[config.mk]
export PLATFORM = sky130hd
export DESIGN_NAME = vga_sync_gen
export DESIGN_NICKNAME = d
export VERILOG_FILES = /design/src/rtl/vga_sync_gen.sv
export SDC_FILE = /design/constraint.sdc
export NUM_CORES = 1
export LEC_CHECK = 0
export CAP_MARGIN = 20
export CORE_UTILIZATION = 54
export CTS_BUF_LIST = sky130_fd_sc_hd__clkbuf_2 sky130_fd_sc_hd__clkbuf_4 sky130_fd_sc_hd__clkbuf_8
export DETAILED_ROUTE_END_ITERATION = 6
export GPL_TIMING_DRIVEN = 0
export PLACE_DENSITY = 0.9
export SLEW_MARGIN = 20
export SYNTH_ARGS = -nofsm -noshare
export SYNTH_HDL_FRONTEND = slang
export SYNTH_SLANG_ARGS = --single-unit
[constraint.sdc]
create_clock -name clock -period 2.4 [get_ports clock]
set_clock_uncertainty 0.2 [all_clocks]
set_input_delay 0.36 -clock clock [delete_from_list [all_inputs] [get_ports clock]]
set_output_delay 0.36 -clock clock [all_outputs]
set_load 0.02 [all_outputs]
[src/rtl/vga_sync_gen.sv]
// vga_sync_gen: VGA timing generator with horizontal/vertical phase FSMs and registered sync/blank outputs
module vga_sync_gen #(
  parameter int H_ACTIVE = 640,
  parameter int H_FP     = 16,
  parameter int H_SYNC   = 96,
  parameter int H_BP     = 48,
  parameter int V_ACTIVE = 480,
  parameter int V_FP     = 10,
  parameter int V_SYNC   = 2,
  parameter int V_BP     = 33
) (
  input  logic       clock,
  input  logic       reset,
  input  logic       pixel_en,
  output logic       hsync,
  output logic       vsync,
  output logic       video_on,
  output logic [9:0] x,
  output logic [9:0] y,
  output logic       line_start,
  output logic       frame_start
);
  localparam int H_TOTAL = H_ACTIVE + H_FP + H_SYNC + H_BP;
  localparam int V_TOTAL = V_ACTIVE + V_FP + V_SYNC + V_BP;
  localparam logic [9:0] H_VIS_END  = 10'(H_ACTIVE - 1);
  localparam logic [9:0] H_FP_END   = 10'(H_ACTIVE + H_FP - 1);
  localparam logic [9:0] H_SYNC_END = 10'(H_ACTIVE + H_FP + H_SYNC - 1);
  localparam logic [9:0] H_LAST     = 10'(H_TOTAL - 1);
  localparam logic [9:0] V_VIS_END  = 10'(V_ACTIVE - 1);
  localparam logic [9:0] V_FP_END   = 10'(V_ACTIVE + V_FP - 1);
  localparam logic [9:0] V_SYNC_END = 10'(V_ACTIVE + V_FP + V_SYNC - 1);
  localparam logic [9:0] V_LAST     = 10'(V_TOTAL - 1);
  typedef enum logic [1:0] {H_VIS, H_FRONT, H_SYNCP, H_BACK} h_state_t;
  typedef enum logic [1:0] {V_VIS, V_FRONT, V_SYNCP, V_BACK} v_state_t;
  h_state_t   h_state, h_next;
  v_state_t   v_state, v_next;
  logic       x_wrap, y_wrap;
  logic [9:0] x_next, y_next;
  always_comb begin
    x_wrap = pixel_en && x == H_LAST;
    y_wrap = x_wrap && y == V_LAST;
    x_next = !pixel_en ? x : x_wrap ? '0 : x + 10'd1;
    y_next = !x_wrap ? y : y_wrap ? '0 : y + 10'd1;
    h_next = h_state;
    if (pixel_en)
      case (h_state)
        H_VIS:   h_next = x == H_VIS_END  ? H_FRONT : H_VIS;
        H_FRONT: h_next = x == H_FP_END   ? H_SYNCP : H_FRONT;
        H_SYNCP: h_next = x == H_SYNC_END ? H_BACK  : H_SYNCP;
        H_BACK:  h_next = x == H_LAST     ? H_VIS   : H_BACK;
      endcase
    v_next = v_state;
    if (x_wrap)
      case (v_state)
        V_VIS:   v_next = y == V_VIS_END  ? V_FRONT : V_VIS;
        V_FRONT: v_next = y == V_FP_END   ? V_SYNCP : V_FRONT;
        V_SYNCP: v_next = y == V_SYNC_END ? V_BACK  : V_SYNCP;
        V_BACK:  v_next = y == V_LAST     ? V_VIS   : V_BACK;
      endcase
  end
  // outputs are decoded from the next state so they line up with the registered x/y
  always_ff @(posedge clock or negedge reset) begin
    if (!reset) begin
      x           <= '0;
      y           <= '0;
      h_state     <= H_VIS;
      v_state     <= V_VIS;
      hsync       <= 1'b1;
      vsync       <= 1'b1;
      video_on    <= 1'b1;
      line_start  <= 1'b0;
      frame_start <= 1'b0;
    end else begin
      x           <= x_next;
      y           <= y_next;
      h_state     <= h_next;
      v_state     <= v_next;
      hsync       <= h_next != H_SYNCP;
      vsync       <= v_next != V_SYNCP;
      video_on    <= h_next == H_VIS && v_next == V_VIS;
      line_start  <= x_wrap;
      frame_start <= y_wrap;
    end
  end
endmodule

==> impl_metrics.yaml <==
drt:
  routed_wirelength_mm: 3.12
  detail-route-antenna-nets: 0
  drt_iter0_drc: 24
  routed_via_density: 5.84
  vias: 1233
  dr.pass1.iters: 4
  wl_per_cell_um: 14.8
  drc: 0
synthesis:
  synth_cells: 146
  synth_compound_gate_area_share_pct: 9.31
  synthAdderAreaFrac_pct: 3.27
  syn_nets: 153
  synthXorXnorAreaFrac_pct: 6.86
  yosys-mux-area-fraction_pct: 1.47
  synth_top_family_by_area: "simple AND/OR/NAND/NOR gates"
  ys_warn_count: 0
  synthArstFlopShare_pct: 100
  synth_cell_types: 42
  synthFlopType: "dfrtp_1"
  synth_edf_count: 0
  syn_area_um2: 1530
  synth_simple_gate_area_share_pct: 26.9
  ys_ff_latch: 29
  synth_area_per_cell_um2: 10.5
  yosysSeqAreaShare_pct: 47.6
layout:
  n_fill_cell: 196
  finish.net_count: 187
  drive_gt1_share_pct: 16.6
  area_delta_synth_final_pct: 23.6
  multi_input_area_um2: 734
  antenna_cells_inserted: 0
  seqCellArea_um2: 731
die:
  coreArea_um2: 2570
  io_pins: 28
  initial_core_util_pct: 59.7
  die_area_um2: 3060
  die_w_um: 55.3
  rows: 18
  die_h_um: 55.3
clock_network:
  root_buffer: "clkbuf_4"
  clock_latency_ns: 0.33
  cts_tree: "built"
  htreeDepth: 2
  cts_inserted_buffers: 5
  cts_num_sinks: 29
  clk_pin_slew_worst_paths_ns: 0.09
  clock_path_buffers: 2
critical_path:
  cp_slowest_cell: "or4_4"
  startpoint_type: "register"
  cp_max_fo: 10
  crit_chain: "ha_2, nand4b_4, or4_4, clkinv_4, buf_8, nand4_2, nor2_1, xor2_1"
  cpPeakStageDelay_ns: 0.55
  critPathBufInv: 2
  required_ns: 2.45
  cp_data_arrival_time_ns: 2.31
  critical-path-top-delay-family: "simple AND/OR/NAND/NOR gates"
  worstSetupPathType: "register to register"
  end_kind: "register"
pwr:
  leakage_nw: 0.922
  peakVddDrop_mv: 0.677
  switching_share_pct: 33.7
  pwr-share-clk_pct: 23.6
  p_int_mw: 0.823
  power_frac_comb_pct: 26.6
  cellPowerDensity_nw_per_um2: 656
  power_switching_mw: 0.419
  seq_power_share_pct: 49.8
grt:
  grt_antenna_before_repair: 0
  overflow: 0
  grt_pass1_vias: 1181
  grt_pass1_wl_mm: 5.46
  grt_max_degree: 30
  grt.total_usage_pct: 22.9
sta:
  hold_viol_final: 0
  maxSlewViolCount: 0
  setup_ws_ns: 0.143
  finalCritPeriodShare_pct: 94.1
  setup_viol: 0
  fin_tns_setup_ns: 0
  max_slew_margin_pct: 57.1
  max_freq_ghz: 0.443
  tightest_slew_ns: 0.636
  period_minus_slack_ns: 2.26
  rsz0062_at_grt: "false"
job:
  max-cap-violations: 0
placed_design:
  portBuffers: 26
  dp_slack_ns: 0.118
  dp_hpwl_mm: 2.26
  gp_congestion: 0.859
hold_path:
  hold_path_class: "input port to register"
run_status:
  status: "finished clean"
[path summary, 6_finish.rpt]
kind / slack, ns / endpoint / cells past startpoint / start
min in group asynchronous: 0.38 / v_state[0] / 2 / reset
worst min register to register: 0.35 / y[8] / 1 / y[8]
worst min-delay path: 0.13 / x[1] / 2 / pixel_en
worst max-delay path: 0.14 / y[8] / 8 / x[1]
max in group asynchronous: 1.18 / x[0] / 2 / reset
worst max register to register: 0.14 / y[8] / 8 / x[1]
[through the flow]
stage / instance area (µm²) / power (mW) / cells / util (%) / hold WS (ns)
after global routing: 1890 / 1.30 / 211 / 73.8 / 0.147
after global placement: 1830 / 0.934 / 202 / 71.3 / 0.325
after detailed placement: 1830 / 0.952 / 202 / 71.1 / 0.212
after floorplan: 1530 / 0.797 / 146 / - / -0.136
after CTS: 1890 / 1.25 / 211 / 73.6 / 0.132
final: 1890 / 1.24 / 211 / 73.8 / 0.131
[sequential cells by signal (all words and copies together) (netlist names)]
signal	count
frame_start	1
h_state	2
hsync	1
line_start	1
v_state	2
video_on	1
vsync	1
x	10
y	10
[Yosys cell counts, drive strengths merged (2+ instances only)]
library cell	number	area share, %
a21oi	2	0.65
dfrtp	26	42
nand3	10	3.3
mux2	2	1.5
xnor2	7	4.0
nor4	4	2.4
nand2b	2	0.82
a21o	2	0.98
nor2	12	2.9
buf	4	2.3
o21ai	9	2.9
dfstp	3	5.1
nand4	4	2.0
nor2b	2	0.82
nand2	12	2.9
and3	9	3.7
inv	6	1.5
ha	4	3.3
xor2	5	2.9
nor4bb	2	1.3
and4	3	1.7
a31oi	3	2.6
[timing repair]
action | in CTS | in global routing
endpoints found under the hold margin | 26 | 0
setup endpoints to repair | 0 | 1
gates resized for setup | 0 | 2
hold buffers | 1 | 0
buffers inserted | 0 | 0
[cell usage in the layout, fill, tap and decap left out, drive strengths merged, types with 2 or more instances in the layout]
master         count
dfrtp             26
clkdlybuf4s50     25
nor2              12
nand2             12
nand3             10
and3               9
o21ai              9
xnor2              7
clkbuf             7
inv                6
xor2               5
buf                5
nand4              4
ha                 4
nor4               4
and4               3
dfstp              3
clkinv             3
a31oi              3
nor2b              2
mux2               2
nor4bb             2
a21oi              2
a21o               2
nand2b             2
[metal layers]
layer	up-vias	GRT usage, %	part of all wire, %
met5	-	0	0
met4	0	11.1	2.4
met3	9	5.15	4.7
met2	36	35.8	48
met1	595	30.2	45
li1	593	-	-
[kinds of logic (layout without fill, tap and decap cells)]
logic type	count (synthesis)	in the layout
XOR/XNOR	12	12
AO/OA/AOI/OAI	20	20
AND/OR/NAND/NOR	67	67
flip-flops	29	29
multiplexers	2	2
buffers and inverters	12	47
adder cells (fa/ha/maj)	4	4
[power groups by stage]
| stage | Clock (mW) | Combinational [mW] | Sequential (mW) |
|---|---|---|---|
| floorplan | 0 | 0.126 | 0.671 |
| global placement | 0 | 0.318 | 0.616 |
| detailed placement | 0 | 0.328 | 0.624 |
| CTS | 0.300 | 0.332 | 0.614 |
| global route | 0.319 | 0.352 | 0.628 |
| finish | 0.293 | 0.331 | 0.619 |
[area by class of cell]
cell class | instances | share of cell area [%]
plain buffers | 5 | 2.11
clock buffers | 6 | 2.38
multi-input cells | 105 | 38.8
clock inverters | 2 | 0.528
flip-flops and latches | 29 | 38.6
repair buffers | 27 | 14.0
inverters | 7 | 1.65
well taps | 30 | 1.98
No activity file was read; power rests on OpenSTA's default activity.
